## src/rtl/dm_arbiter_pkg.sv

```systemverilog
// Shared encodings for the two-master data-memory arbiter: access widths,
// FSM states and master ids.
package dm_arbiter_pkg;

    typedef enum logic [1:0] {
        W_WORD    = 2'b00,
        W_HALF    = 2'b01,
        W_BYTE    = 2'b10,
        W_ILLEGAL = 2'b11
    } width_e;

    typedef enum logic [2:0] {
        S_IDLE    = 3'd0,
        S_READ    = 3'd1,
        S_WAIT_RD = 3'd2,
        S_WRITE   = 3'd3,
        S_RESP    = 3'd4
    } state_e;

    localparam logic M0 = 1'b0;
    localparam logic M1 = 1'b1;

endpackage

```

## src/rtl/dm_lane.sv

```systemverilog
// Sub-word lane handling: extract and extend a half/byte for loads, and merge
// store data into the matching lane of the word read back from memory.
module dm_lane
    import dm_arbiter_pkg::*;
(
    input  width_e      width,
    input  logic [1:0]  off,
    input  logic        sign,
    input  logic [31:0] rword,
    input  logic [31:0] wdata,
    output logic [31:0] ldata,
    output logic [31:0] mword
);

    logic [15:0] hw;
    logic [7:0]  bt;

    always_comb begin
        hw    = off[1] ? rword[31:16] : rword[15:0];
        bt    = rword[{off, 3'b000} +: 8];
        ldata = rword;
        mword = wdata;
        case (width)
            W_HALF: begin
                ldata = {{16{sign & hw[15]}}, hw};
                mword = off[1] ? {wdata[15:0], rword[15:0]} : {rword[31:16], wdata[15:0]};
            end
            W_BYTE: begin
                ldata = {{24{sign & bt[7]}}, bt};
                mword = rword;
                mword[{off, 3'b000} +: 8] = wdata[7:0];
            end
            default: begin
                ldata = rword;
                mword = wdata;
            end
        endcase
    end

endmodule

```

## src/rtl/dm_arbiter.sv

```systemverilog
// Round-robin arbiter sharing one word-wide SRAM between the CPU and a DMA port,
// turning half/byte accesses into whole-word reads, merges and writes.
module dm_arbiter
    import dm_arbiter_pkg::*;
#(
    parameter int ADDR_W = 12
) (
    input  logic              clk,
    input  logic              reset,
    input  logic              m0_req,
    input  logic              m0_we,
    input  logic [1:0]        m0_width,
    input  logic              m0_sign,
    input  logic [31:0]       m0_addr,
    input  logic [31:0]       m0_wdata,
    output logic              m0_ack,
    output logic              m0_err,
    output logic [31:0]       m0_rdata,
    input  logic              m1_req,
    input  logic              m1_we,
    input  logic [1:0]        m1_width,
    input  logic              m1_sign,
    input  logic [31:0]       m1_addr,
    input  logic [31:0]       m1_wdata,
    output logic              m1_ack,
    output logic              m1_err,
    output logic [31:0]       m1_rdata,
    output logic              mem_en,
    output logic              mem_we,
    output logic [ADDR_W-1:0] mem_addr,
    output logic [31:0]       mem_wdata,
    input  logic [31:0]       mem_rdata,
    output logic              busy
);

    state_e state, state_nx;

    logic        any_req, sel;
    logic        s_we, s_sign, s_err;
    logic [1:0]  s_width;
    logic [31:0] s_addr, s_wdata;

    logic              gid, last_grant, r_we, r_sign, r_err;
    width_e            r_width;
    logic [ADDR_W+1:0] r_addr;
    logic [31:0]       r_wdata, r_data;
    logic [31:0]       ld_word, mg_word;

    // On contention the master that did not win last time goes first.
    assign any_req = m0_req | m1_req;
    assign sel     = (m0_req & m1_req) ? ~last_grant : m1_req;

    assign s_we    = sel ? m1_we    : m0_we;
    assign s_width = sel ? m1_width : m0_width;
    assign s_sign  = sel ? m1_sign  : m0_sign;
    assign s_addr  = sel ? m1_addr  : m0_addr;
    assign s_wdata = sel ? m1_wdata : m0_wdata;

    assign s_err = (s_width == W_ILLEGAL)
                 | ((s_width == W_WORD) & (s_addr[1:0] != 2'b00))
                 | ((s_width == W_HALF) & s_addr[0])
                 | ((s_addr >> (ADDR_W + 2)) != 32'd0);

    always_ff @(posedge clk or posedge reset) begin
        if (reset) state <= S_IDLE;
        else       state <= state_nx;
    end

    always_comb begin
        state_nx  = state;
        mem_en    = 1'b0;
        mem_we    = 1'b0;
        mem_addr  = '0;
        mem_wdata = '0;
        case (state)
            S_IDLE: begin
                if (any_req) begin
                    if (s_err)                          state_nx = S_RESP;
                    else if (s_we && s_width == W_WORD) state_nx = S_WRITE;
                    else                                state_nx = S_READ;
                end
            end
            S_READ: begin
                mem_en   = 1'b1;
                mem_addr = r_addr[ADDR_W+1:2];
                state_nx = S_WAIT_RD;
            end
            S_WAIT_RD: state_nx = r_we ? S_WRITE : S_RESP;
            S_WRITE: begin
                mem_en    = 1'b1;
                mem_we    = 1'b1;
                mem_addr  = r_addr[ADDR_W+1:2];
                mem_wdata = (r_width == W_WORD) ? r_wdata : r_data;
                state_nx  = S_RESP;
            end
            S_RESP:  state_nx = S_IDLE;
            default: state_nx = S_IDLE;
        endcase
    end

    always_ff @(posedge clk or posedge reset) begin
        if (reset) begin
            gid        <= M0;
            last_grant <= M1;
            r_we       <= 1'b0;
            r_sign     <= 1'b0;
            r_err      <= 1'b0;
            r_width    <= W_WORD;
            r_addr     <= '0;
            r_wdata    <= '0;
            r_data     <= '0;
        end else begin
            if (state == S_IDLE && any_req) begin
                gid        <= sel;
                last_grant <= sel;
                r_we       <= s_we;
                r_sign     <= s_sign;
                r_err      <= s_err;
                r_width    <= width_e'(s_width);
                r_addr     <= s_addr[ADDR_W+1:0];
                r_wdata    <= s_wdata;
                r_data     <= '0;
            end
            // Holds the load result, or the merged word for a sub-word store.
            if (state == S_WAIT_RD) r_data <= r_we ? mg_word : ld_word;
        end
    end

    dm_lane u_lane (
        .width (r_width),
        .off   (r_addr[1:0]),
        .sign  (r_sign),
        .rword (mem_rdata),
        .wdata (r_wdata),
        .ldata (ld_word),
        .mword (mg_word)
    );

    assign busy     = (state != S_IDLE);
    assign m0_ack   = (state == S_RESP) & (gid == M0);
    assign m1_ack   = (state == S_RESP) & (gid == M1);
    assign m0_err   = m0_ack & r_err;
    assign m1_err   = m1_ack & r_err;
    assign m0_rdata = (m0_ack & ~r_we) ? r_data : 32'd0;
    assign m1_rdata = (m1_ack & ~r_we) ? r_data : 32'd0;

endmodule

```

## config.mk

```make
export PLATFORM = sky130hd
export DESIGN_NAME = dm_arbiter
export DESIGN_NICKNAME = d
export VERILOG_FILES = /design/src/rtl/dm_arbiter_pkg.sv /design/src/rtl/dm_lane.sv /design/src/rtl/dm_arbiter.sv
export SDC_FILE = /design/constraint.sdc
export NUM_CORES = 1
export LEC_CHECK = 0
export CORE_MARGIN = 1.5
export CORE_UTILIZATION = 45
export CTS_CLUSTER_DIAMETER = 50
export DETAILED_ROUTE_END_ITERATION = 8
export PLACE_DENSITY_LB_ADDON = 0.08
export SYNTH_ARGS = -nofsm -noshare
export SYNTH_HDL_FRONTEND = slang
export SYNTH_SLANG_ARGS = --single-unit
```

## constraint.sdc

```tcl
create_clock -name clk -period 6.7 [get_ports clk]
set_input_delay 2.01 -clock clk [delete_from_list [all_inputs] [get_ports clk]]
set_output_delay 2.01 -clock clk [all_outputs]
set_load 0.01 [all_outputs]
```

# == After elaboration in Yosys (flattened, before gate mapping) ==
# Index checks and enable logic that the tools add are counted.
# op_classes
shifts,3
reduce_logical,10
eq_ne,9
bitwise,18
n_addsub,1
mux,26
# op_table
cell,count
$mux W32,10
$pmux W32 S2,2
$bwmux W32,1
$reduce_bool A32 Y1,1
$shift A8 B7 Y32 const A,1
$shiftx A32 B6 Y8,1
$shiftx A8 B7 Y32,1
$mux W16,1
$mux W12,1
$pmux W3 S4,1
$and A1 B1 Y1,11
$mux W3,3
$neg A5 Y7,1
$eq A3 B2 Y1 const B,2
$mux W1,5
$eq A2 B1 Y1 const B,2
$eq A2 B2 Y1 const B,2
$logic_not A2 Y1,2
$mux W2,2
$or A1 B1 Y1,4
$reduce_bool A2 Y1,2
$eq A3 B1 Y1 const B,1
$eq A3 B3 Y1 const B,1
$logic_not A3 Y1,1
other kinds (5),8
# totals
inputBits,172
output_inout_bits,115
ff_bits,88
wordCells,77

# == Longest topological paths before layout ==
# Gate-level depths: netlist of run 1.
# logic_depth
ltp_word,11
ltp_mapped,9
mapped_depth_nobuf,7

# == Cells and area by module ==
# A second synthesis of run 1 with hierarchy kept.
# unflattened
hier_cells,835
hier_area_um2,6882.9
# modules_own_cells
mod,n_inst,cells_each,seq_area_each_um2,area_each_um2
dm_arbiter,1,616,2203.4,5311.3
dm_lane,1,219,0.0,1571.5

# == Least setup slack after synthesis of run 1 ==
# OpenSTA, ideal clock, no wires.
# synth_timing
path_type,register to output
from,reg r_width[0]
to,out mem_wdata[10]
arrival_ns,1.560
t_required_ns,4.690
stages_incl_launch_ff,7
n_path_buf,2
setup_slack_ns,3.130
path_cell_list,dfrtp_1 -> inv_1 -> ha_1 -> clkbuf_1 -> clkbuf_1 -> mux2i_1 -> nor2_1
# synth_between
elab_chain_cells,3
# synth_rtl
item,line_no,text
start: declaration,dm_arbiter.sv:44,width_e r_width;
start signal: assignment,dm_arbiter.sv:119,r_width <= width_e'(s_width);
$logic_not A2 Y1,dm_arbiter.sv:93,mem_wdata = (r_width == W_WORD) ? r_wdata : r_data;
$mux W32,dm_arbiter.sv:93,
$mux W32,dm_arbiter.sv:75,case (state)
end: declaration,dm_arbiter.sv:31,"output logic [31:0] mem_wdata,"
# Every way passes these cells.

# == Worst setup path after layout of run 1 ==
# layout_timing
from,reg state[0]
to,out mem_wdata[7]
# layout_between
elab_chain_cells,2
# layout_rtl
item,line_no,text
start: declaration,dm_arbiter.sv:36,"state_e state, state_nx;"
start signal: assignment,dm_arbiter.sv:66,else state <= state_nx;
$eq A3 B2 Y1,dm_arbiter.sv:75,
$mux W32,dm_arbiter.sv:75,
# Every way passes these cells.

==> results of run 1 <==
## routing by layer
| layer | vias to the layer above | GRT usage [%] | wire (um) |
|---|---|---|---|
| li1 | 3399 | - | - |
| met1 | 3344 | 38.71 | 9639 |
| met2 | 361 | 51.94 | 11840 |
| met3 | 56 | 5.648 | 1960 |
| met4 | 0 | 11.70 | 793 |
| met5 | - | 0 | 0 |
## per-stage QoR
stage                     total power (uW)  utilization (%)
after floorplan                       1201                -
after global placement                1463            66.00
after detailed placement              1472            66.00
after CTS                             1991            68.11
after global routing                  2102            68.11
final                                 1997            68.11
## worst max-delay path: stages (launching register included)
cell	delay, ps
dfrtp_1	510
nor2b_1	720
nand2_1	420
buf_4	340
nor2_1	150
clkdlybuf4s50_1	560
## sequential cells by signal, indices dropped and copies added, names as in the netlist, 2 cells and up
register,cells
r_addr,14
r_data,32
r_wdata,32
r_width,2
state,3
## final timing paths
path / startpoint / end / slack, ps
setup / recovery: state[0]$_DFFE_PP0P_ / mem_wdata[7] / 1630
hold / removal: r_err$_DFFE_PP0P_ / r_err$_DFFE_PP0P_ / 510
setup reg to reg: r_width[1]$_DFFE_PP0P_ / r_data[2]$_DFFE_PP0P_ / 3650
hold reg to reg: r_err$_DFFE_PP0P_ / r_err$_DFFE_PP0P_ / 510
max in group asynchronous: reset / r_data[22]$_DFFE_PP0P_ / 3540
min in group asynchronous: reset / r_addr[13]$_DFFE_PP0P_ / 2080
## kinds of logic after synthesis
group / after synthesis / share of synthesized area (%)
AND/OR/NAND/NOR: 298 / 23.03
AO/OA/AOI/OAI: 221 / 22.96
multiplexers: 90 / 13.50
buffers and inverters: 89 / 6.126
flip-flops: 88 / 32.89
adder cells (fa/ha/maj): 8 / 1.494
## final cells by class
| type | count | area (sq um) | area share [%] |
|---|---|---|---|
| clock buffers | 10 | 239.0 | 2.414 |
| clock inverters | 6 | 67.56 | 0.6825 |
| inverters | 23 | 87.58 | 0.8847 |
| multi-input cells | 617 | 4119 | 41.61 |
| flip-flops and latches | 88 | 2203 | 22.26 |
| well taps | 184 | 230.2 | 2.326 |
| repair buffers | 298 | 2953 | 29.83 |
## power breakdown
part	switching, uW	internal (uW)	total, uW
logic	441	335	776
clock network	219	301	520
registers	102	599	700
total	762	1230	2000
## layout by cell type, fill, tap and decap left out, types with 8 or more instances in the layout
cell type / n
nand3_1: 15
o2111ai_1: 9
buf_4: 12
and2_1: 49
and3_1: 45
o21ai_0: 29
nor2_1: 107
o211ai_1: 16
a221oi_1: 14
inv_1: 18
a222oi_1: 9
nand2_1: 28
a22oi_1: 8
dfrtp_1: 87
clkdlybuf4s50_1: 286
a21oi_1: 67
clkbuf_16: 9
nor2b_1: 14
mux2i_1: 87
o21ai_1: 15
a221o_1: 10
a31oi_1: 8
==> results.txt, run 1 <==
----------------------------------------------------
[Synth]
  Post-Syn Nets ... 974
  Post-Synthesis Cell Area ... 6699 sq um
  Main synth FF type ... dfrtp_1
  Most numerous cell in the Yosys netlist ... nor2_1
  Count of flip-flops with a built-in enable after synthesis ... 0
  Flop and latch count out of synthesis ... 88
  Yosys warnings ... 0
  Post-synth top area share ... 32.50%
  Share of flip-flops with an asynchronous set or reset ... 100.0%
  Count of distinct cell types in the synthesized netlist ... 60
  Main area contributors after synthesis ... dfrtp_1, mux2i_1, nor2_1
  Portion of the post-synthesis area used by sequential elements ... 32.89%
  Cell type with the highest aggregate area in the netlist ... dfrtp_1
  Most instantiated cells after synthesis ... nor2_1, dfrtp_1, mux2i_1, a21oi_1, and2_1
  Post-synthesis average cell area ... 8.437 sq um
  Post-Syn Instances ... 794

[Floorplanning]
  Std-Cell Core Area ... 14,530 sq um
  Die Ht ... 125.0 um
  Area of the die ... 15,630 sq um
  Starting density of the core ... 46.09%
  Die width ... 125.0 um
  Std cell rows ... 44
  I/O pin count ... 287

[Cells and area]
  Design area ... 9899 sq um
  Area growth syn-to-layout ... 47.78%
  Number of fill cells in the layout ... 1,232
  Fraction of final layout cells sized beyond drive strength 1 ... 5.662%
  Total number of nets in the final design ... 1,217
  Non-filler instance count after layout ... 1,226
  Final antenna diode count ... 0

[Timing]
  Headroom to the max-slew limit ... 22.26%
  Hold Slack ... 513.4 ps
  Min Clock Period, post-route ... 5075 ps
  Final setup margin ... 1625 ps
  Final setup violation count ... 0
  Clock Skews ... 8.522 ps
  Fin. Hold Viols ... 0
  Number of max-slew violations in the final report ... 0
  Period utilization ... 75.75%
  Unrepaired setup endpoints after global routing ... no
  Measured slew at the worst slew-check pin ... 1163 ps
  F_max ... 197.0 MHz
  Accumulated negative setup slack ... 0 ps

[Routing]
  Wire length per cell ... 19.77 um
  Count of nets left with antenna violations after detail routing ... 0
  Number of remaining DRC errors ... 0
  1st-iter DRT viols ... 612
  Detail-routed via count per cell ... 5.840
  Final wirelength ... 24.24 mm
  TritonRoute pass-1 iters ... 6
  Total number of vias ... 7,160

[Power]
  PD cells ... 201.7 nW/um^2
  Static leakage ... 0.004002 uW
  Maximum vdd drop ... 131.7 uV

[Worst setup path]
  Endpoint kind of the worst setup timing path ... output port
  Number of cells on the worst reg-to-reg path ... 6
  Critical path type ... flip-flop to output port
  Worst endpoint data arrival time ... 3060 ps
  Crit path max fanout ... 23
  Startpoint type of the worst setup path ... flip-flop
  Worst endpoint required time ... 4690 ps

[Placement]
  Placed insts ... 1,210
  Global placement routability congestion ... 0.9401
  Number of port buffers ... 286
  Cell area reported after detailed placement ... 9593 sq um
  Worst setup timing slack at the placement stage ... 1970 ps
  Estimated wirelength of the detail-placed design ... 18.29 mm

[Clock tree]
  Root Buffer ... clkbuf_16
  # H-tree levels ... 3
  Clk buf depth ... 2
  Post-CTS Hold Fix Bufs ... 0
  Clock transition at path regs ... 60 ps
  Number of CTS-inserted buffers ... 9
  Clock Sinks ... 88
  Latest clock arrival within the worst-skew pair ... 350 ps
  CTS tree ... yes
  Post-CTS sizing ... 0
  Number of buffers inserted by post-CTS setup repair ... 0

[GRT]
  Global-route congestion overflow total ... 0
  GRT Total Usage ... 30.58%
  Via count of the first global-routing pass ... 6,875
  Number of antenna violations at the first check in global routing ... 0
  Largest net degree at the start of global routing ... 59
  Wire length of the first global-routing pass ... 37.88 mm

[Worst hold path]
  HP Class ... flip-flop to flip-flop
  Worst hold path stage count ... 1

[Run]
  MaxCap Viol Count ... 0

[Run status]
  Result of the run ... finished clean

----------------------------------------------------
No activity file was read; power rests on OpenSTA's default activity.
==> run 2, diff against run 1 <==
--- a/config.mk
+++ b/config.mk
@@ -6,7 +6,7 @@
 export NUM_CORES = 1
 export LEC_CHECK = 0
 export CORE_MARGIN = 1.5
-export CORE_UTILIZATION = 45
+export CORE_UTILIZATION = 39
 export CTS_CLUSTER_DIAMETER = 50
 export DETAILED_ROUTE_END_ITERATION = 8
 export PLACE_DENSITY_LB_ADDON = 0.08
==> constraint.sdc (replaced) <==
create_clock -name clk -period 4.5 [get_ports clk]
set_input_delay 1.35 -clock clk [delete_from_list [all_inputs] [get_ports clk]]
set_output_delay 1.35 -clock clk [all_outputs]
set_load 0.01 [all_outputs]
==> results.txt, run 2 (synthesized netlist as in run 1, its figures left out) <==
----------------------------------------------------
[Routing]
  Count of nets left with antenna violations after detail routing ... 0 (unchanged)
  1st-iter DRT viols ... 552 (was 612)
  Total number of vias ... 7,187 (was 7,160)
  TritonRoute pass-1 iters ... 7 (was 6)
  Wire length per cell ... 19.37 um (was 19.77 um)
  Number of remaining DRC errors ... 0 (unchanged)
  Detail-routed via count per cell ... 5.677 (was 5.840)
  Final wirelength ... 24.52 mm (was 24.24 mm)

[Cells and area]
  Non-filler instance count after layout ... 1,266 (was 1,226)
  Commonest cells after routing, fill and taps aside ... clkdlybuf4s50_1, nor2_1, mux2i_1, dfrtp_1, a21oi_1 (unchanged)
  Registers with the most flip-flops ... r_data x32, r_wdata x32, r_addr x14 (unchanged)
  Area growth syn-to-layout ... 49.48% (was 47.78%)
  Most frequent standard cell in the layout excluding fill and tap cells ... clkdlybuf4s50_1 (unchanged)
  Total number of nets in the final design ... 1,222 (was 1,217)
  Final antenna diode count ... 0 (unchanged)
  Fraction of final layout cells sized beyond drive strength 1 ... 5.927% (was 5.662%)
  Number of fill cells in the layout ... 1,555 (was 1,232)

[Worst setup path]
  Worst endpoint required time ... 3150 ps (was 4690 ps)
  Crit path max fanout ... 24 (was 23)
  RR Endpoint ... r_data[25]$_DFFE_PP0P_ (was r_data[2]$_DFFE_PP0P_)
  Reg-to-reg setup timing slack ... 1630 ps (was 3650 ps)
  Max incr delay on CP ... 540 ps (was 720 ps)
  Slowest stage cell, crit path ... clkdlybuf4s50_1 (was nor2b_1)
  Number of cells on the worst reg-to-reg path ... 5 (was 6)
  Endpoint kind of the worst setup timing path ... output port (unchanged)
  Startpoint type of the worst setup path ... flip-flop (unchanged)
  Launch instance of the worst register-to-register path ... r_we$_DFFE_PP0P_ (was r_width[1]$_DFFE_PP0P_)
  Cells along the critical path ... nor2_1, nand2_1, nor2_2, buf_4, and3_1, clkdlybuf4s50_1 (was nor2b_1, nand2_1, buf_4, nor2_1, clkdlybuf4s50_1)
  Critical path type ... flip-flop to output port (unchanged)
  Worst endpoint data arrival time ... 2670 ps (was 3060 ps)

[Placement]
  Placed insts ... 1,251 (was 1,210)
  Number of port buffers ... 286 (unchanged)
  Estimated wirelength of the detail-placed design ... 18.43 mm (was 18.29 mm)
  Global placement routability congestion ... 0.9296 (was 0.9401)

[Power]
  PD cells ... 296.8 nW/um^2 (was 201.7 nW/um^2)
  Static leakage ... 0.004028 uW (was 0.004002 uW)
  Tot Pwr ... 2972 uW (was 1997 uW)
  Maximum vdd drop ... 205.6 uV (was 131.7 uV)

[GRT]
  Global-route congestion overflow total ... 0 (unchanged)
  Via count of the first global-routing pass ... 6,979 (was 6,875)
  GRT Total Usage ... 27.46% (was 30.58%)
  Number of antenna violations at the first check in global routing ... 0 (unchanged)
  Wire length of the first global-routing pass ... 38.60 mm (was 37.88 mm)
  Largest net degree at the start of global routing ... 88 (was 59)

[Clock tree]
  Number of buffers inserted by post-CTS setup repair ... 0 (unchanged)
  Root Buffer ... clkbuf_16 (unchanged)
  Latest clock arrival within the worst-skew pair ... 340 ps (was 350 ps)
  Post-CTS sizing ... 0 (unchanged)
  Number of CTS-inserted buffers ... 9 (unchanged)
  # H-tree levels ... 3 (unchanged)
  Clock transition at path regs ... 60 ps (about the same)
  CTS tree ... yes (unchanged)
  Post-CTS Hold Fix Bufs ... 0 (unchanged)
  Clk buf depth ... 2 (unchanged)
  Clock Sinks ... 88 (unchanged)

[Worst hold path]
  Startpoint of the tightest hold check path ... r_addr[5]$_DFFE_PP0P_ (was r_err$_DFFE_PP0P_)
  End point of the most critical hold path ... r_addr[5]$_DFFE_PP0P_ (was r_err$_DFFE_PP0P_)
  HP Class ... flip-flop to flip-flop (unchanged)
  Worst hold path stage count ... 2 (was 1)

[Timing]
  Unrepaired setup endpoints after global routing ... no (unchanged)
  Measured slew at the worst slew-check pin ... 982.8 ps (was 1163 ps)
  Headroom to the max-slew limit ... 34.41% (was 22.26%)
  Accumulated negative setup slack ... 0 ps (unchanged)
  Final setup violation count ... 0 (unchanged)
  Number of max-slew violations in the final report ... 0 (unchanged)
  Clock Skews ... 5.240 ps (was 8.522 ps)
  Fin. Hold Viols ... 0 (unchanged)
  Hold Slack ... 518.1 ps (was 513.4 ps)
  Period utilization ... 89.37%
  F_max ... 248.7 MHz
  Min Clock Period, post-route ... 4021 ps

[Floorplanning]
  Die width ... 134.1 um (was 125.0 um)
  Area of the die ... 17,970 sq um (was 15,630 sq um)
  I/O pin count ... 287 (unchanged)
  Std cell rows ... 47 (was 44)
  Die Ht ... 134.1 um (was 125.0 um)
  Std-Cell Core Area ... 16,700 sq um (was 14,530 sq um)
  Starting density of the core ... 40.11% (was 46.09%)

[Run status]
  Result of the run ... finished clean (unchanged)

[Run]
  MaxCap Viol Count ... 0 (unchanged)

----------------------------------------------------
run 2: worst max-delay path by stage:
stage,from,to,cells after the start
2_1_floorplan,reset,gid$_DFFE_PP0P_,1
5_1_grt,state[1]$_DFFE_PP0P_,m1_rdata[17],6
3_5_place_dp,state[1]$_DFFE_PP0P_,m1_rdata[16],6
4_1_cts,state[1]$_DFFE_PP0P_,m1_rdata[16],6
3_3_place_gp,state[1]$_DFFE_PP0P_,m1_rdata[19],6
6_report,state[1]$_DFFE_PP0P_,m1_rdata[8],6
run 2: critical path: cells and delay by family (launching register included):
kind          cells  cell delay, ps
simple gates      4             920
buf+inv           2             900
flops             1             510
run 2: final cells by class:
cell class	instances	area, sq um	area share [%]
inverter	23	87.58	0.8747
sequential	88	2203	22.00
clock buffer	10	229.0	2.287
tap	220	275.3	2.749
timing repair buffer	303	3040	30.36
multi-input combinational	617	4119	41.13
clock inverter	5	58.81	0.5873
run 2: through the flow:
stage	util (%)	area (sq um)	setup WS, ps
after floorplan	-	6699	873.1
after global placement	58.23	9726	971.6
after detailed placement	58.23	9726	890.2
after CTS	59.96	10010	520.1
after global routing	59.96	10010	356.5
final	59.96	10010	478.6
run 2: per-layer routing:
layer,routed length (um),track usage (%),vias up
li1,-,-,3422
met1,10410,35.78,3371
met2,11450,45.30,341
met3,1809,4.686,53
met4,859,11.23,0
met5,0,0,-
run 2: power breakdown:
group          total [uW]  internal (uW)  leakage [uW]  switching, uW
combinational        1180            509       0.00282            666
clock                 748            428      0.000135            321
sequential           1050            891       0.00107            157
